`config.mk`:
```
export PLATFORM = sky130hd
export DESIGN_NAME = top
export DESIGN_NICKNAME = d
export VERILOG_FILES = /design/src/rtl/top_pkg.sv /design/src/rtl/top_full_adder.sv /design/src/rtl/top.sv
export SDC_FILE = /design/constraint.sdc
export NUM_CORES = 1
export LEC_CHECK = 0
export ABC_AREA = 1
export CAP_MARGIN = 40
export CORE_AREA = 4 4 41 43
export CTS_BUF_LIST = sky130_fd_sc_hd__clkbuf_16
export DETAILED_ROUTE_END_ITERATION = 6
export DIE_AREA = 0 0 45 47
export PLACE_DENSITY_LB_ADDON = 0.2
export SETUP_SLACK_MARGIN = 0.5
export SYNTH_ARGS = -nofsm -noshare
export SYNTH_HDL_FRONTEND = slang
export SYNTH_SLANG_ARGS = --single-unit
```
`constraint.sdc`:
```
create_clock -name clk -period 5.1 [get_ports clk]
set_clock_uncertainty 0.15 [all_clocks]
set_input_delay 0.51 -clock clk [delete_from_list [all_inputs] [get_ports clk]]
set_output_delay 0.51 -clock clk [all_outputs]
set_load 0.01 [all_outputs]
```
`src/rtl/top_pkg.sv`:
```
// Shared width constants for the registered ripple-carry adder slice.
package top_pkg;

    localparam int ADD_WIDTH = 4;
    localparam int SUM_WIDTH = ADD_WIDTH + 1;

endpackage

```
`src/rtl/top_full_adder.sv`:
```
// One-bit combinational full adder; the building block of the ripple chain in top.
module full_adder (
    input  logic a,
    input  logic b,
    input  logic cin,
    output logic s,
    output logic cout
);

    logic p;

    always_comb begin
        p    = a ^ b;
        s    = p ^ cin;
        cout = (a & b) | (cin & p);
    end

endmodule

```
`src/rtl/top.sv`:
```
// Registered adder: {cout,S} <= a + b + ci through a ripple chain of full adders.
// The result register is the only state, so results trail operands by one edge.
module top
    import top_pkg::*;
#(
    parameter int WIDTH = ADD_WIDTH
) (
    input  logic             clk,
    input  logic             rst,
    input  logic [WIDTH-1:0] a,
    input  logic [WIDTH-1:0] b,
    input  logic             ci,
    output logic [WIDTH-1:0] S,
    output logic             cout
);

    logic [WIDTH:0]   carry;
    logic [WIDTH-1:0] sum_bits;
    logic [WIDTH:0]   sum_d;
    logic [WIDTH:0]   sum_q;

    assign carry[0] = ci;

    for (genvar i = 0; i < WIDTH; i++) begin : g_chain
        full_adder u_fa (
            .a    (a[i]),
            .b    (b[i]),
            .cin  (carry[i]),
            .s    (sum_bits[i]),
            .cout (carry[i+1])
        );
    end

    always_comb begin
        sum_d = {carry[WIDTH], sum_bits};
    end

    // Reset wins over whatever operands are presented on the same edge.
    always_ff @(posedge clk) begin
        if (rst) begin
            sum_q <= '0;
        end else begin
            sum_q <= sum_d;
        end
    end

    assign S    = sum_q[WIDTH-1:0];
    assign cout = sum_q[WIDTH];

endmodule

```
==> impl_metrics.toml <==
[power_and_ir_drop]
netSwitchingPower_w = 0.0000358
p_int_w = 0.000163
power_w = 0.000199
swShare_pct = 18.0
seq_power_share_pct = 22.5
ir_drop_mv = 0.147
combPwrFrac_pct = 14.5
clockPowerShare_pct = 63.0
power.density_nw_per_um2 = 414
power_leakage_nw = 0.228

[synthesis]
ys_warn_count = 0
synth_cell_types = 4
synthesis.nets = 38
synth.avg_cell_area_um2 = 10.1
ys_seq_area_share_pct = 43.0
ys_seq_elements = 5
netlist_area_um2 = 233
synth_cells = 23

[critical_path]
crit_path_start_kind = "primary input"
cp-end-kind = "register"
crit_family = "adder cells"
cp_slowest_cell = "fa_1"
path_cells = "clkdlybuf4s50_1 -> inv_1 -> fa_1 -> inv_1 -> fa_1 -> fa_1 -> inv_1 -> fa_1 -> nor2_1"
cp.depth = 9
arrival_ps = 2490
slowest_delay_ps = 400
crit_top_cell = "fa_1"
required_ps = 5110
critical_path_class = "primary input to register"
worst-path-buf-inv = 4
critical_path_peak_fanout = 1

[hold_path]
hp-class = "primary input to register"
hold_path_startpoint = "rst"
hold_depth = 2
min_to = "sum_q[4]"

[clock_tree]
post_cts_resized = 0
holdBufCountCts = 0
clk_pin_slew_ps = 30
cts_tree = "yes"
clock-sinks = 5
h-tree-depth = 1
numCtsBuffers = 3
clock_path_buffers = 2
post_cts_buffers = 0
cts_root_buf = "clkbuf_16"

[route]
finalWirelength_um = 419
vias_per_cell = 3.35
num_vias = 191
drcViolationCount = 0
dr.pass1.iters = 1
wire_per_inst_um = 7.35
drt_iter0_markers = 0
drt.antenna.violating_nets = 0

[finish]
multi_input_area_um2 = 98.8
largest_reg_flops = 5
fin_cells = 57
final-seq-area_um2 = 100
n_fill_cell = 140
antennaDiodeCount = 0
largest_register = "sum_q"
drive_above_1_share_pct = 7.14
layout.nets = 58
top_regs = "sum_q (5)"
final_area_um2 = 480
area_delta_synth_final_pct = 106

[placement]
dp_cells = 53
place_area_um2 = 402
gp_congestion = 0.581
port_buffers = 15

[sta]
period_minus_slack_ps = 2470
slew_headroom_pct = 89.6
period_share_pct = 48.5
fin_setup_tns_ps = 0
holdWs_ps = 751
slew_violations = 0
hold_violations = 0
worst_slew_pin_slew_ps = 156
setup_viol = 0
rsz0062_at_grt = "false"
fmax_ghz = 0.404

[die]
num_io_pins = 16
dieArea_um2 = 2120
coreArea_um2 = 1300
die_h_um = 47
die_x_um = 45
rows = 13
initial_core_util_pct = 17.9

[global_route]
track_usage_pct = 5.96
grt_pass1_wl_um = 738
overflow = 0
antenna_found_initial = 0
grt_pass1_vias = 205
grt_max_degree = 6

[run_status]
status = "finished, final reports clean"

[flow_run]
maxCapViolCount = 0
[layout make-up]
class / instances / area share [%]
multi-input cells: 9 / 20.6
clock inverters: 1 / 0.781
well taps: 15 / 3.91
inverters: 9 / 7.03
clock buffers: 3 / 15.6
repair buffers: 15 / 31.2
flip-flops and latches: 5 / 20.8
[logic make-up (layout without fill, tap and decap cells)]
logic type | count (synthesis) | after routing | share of synthesized area [%]
fa+ha+maj | 4 | 4 | 34.4
simple gates | 5 | 5 | 8.07
flops | 5 | 5 | 43.0
buf+inv | 9 | 28 | 14.5
[routing by layer]
layer / global-route usage (%) / part of all wire, %
met3: 2.68 / 12
met2: 8.47 / 46
met1: 3.93 / 32
met5: 0 / 0
met4: 12.3 / 8.6
[cell usage in the layout (no fill, tap or decap)]
master            n
fa_1              4
inv_1            10
nor2_1            5
dfxtp_1           5
clkbuf_16         3
clkdlybuf4s50_1  15
[synthesized netlist by cell type]
master | number | area (um^2)
nor2_1 | 5 | 18.8
inv_1 | 9 | 33.8
fa_1 | 4 | 80.1
dfxtp_1 | 5 | 100
[worst max-delay path by stage]
stage               startpoint       end
finish                    a[0]  sum_q[3]
global route              b[0]  sum_q[3]
CTS                       a[0]  sum_q[3]
detailed placement        a[0]  sum_q[3]
global placement          a[0]  sum_q[3]
floorplan                 a[0]  sum_q[3]
[power groups by stage]
stage | Clock (W) | Sequential, W | Combinational [W]
after global placement | 0 | 0.0000453 | 0.0000294
final | 0.000126 | 0.0000447 | 0.0000289
after floorplan | 0 | 0.0000479 | 0.00000843
after global routing | 0.000132 | 0.0000451 | 0.0000329
after detailed placement | 0 | 0.0000453 | 0.0000297
after CTS | 0.000128 | 0.0000448 | 0.0000297
[metrics by stage]
stage / setup slack (ps) / utilization (%)
finish: 2630 / 36.9
global route: 2490 / 36.9
CTS: 2600 / 36.9
detailed placement: 2360 / 30.9
global placement: 2390 / 30.9
floorplan: 2860 / -
Power figures use the tool's default switching activity.
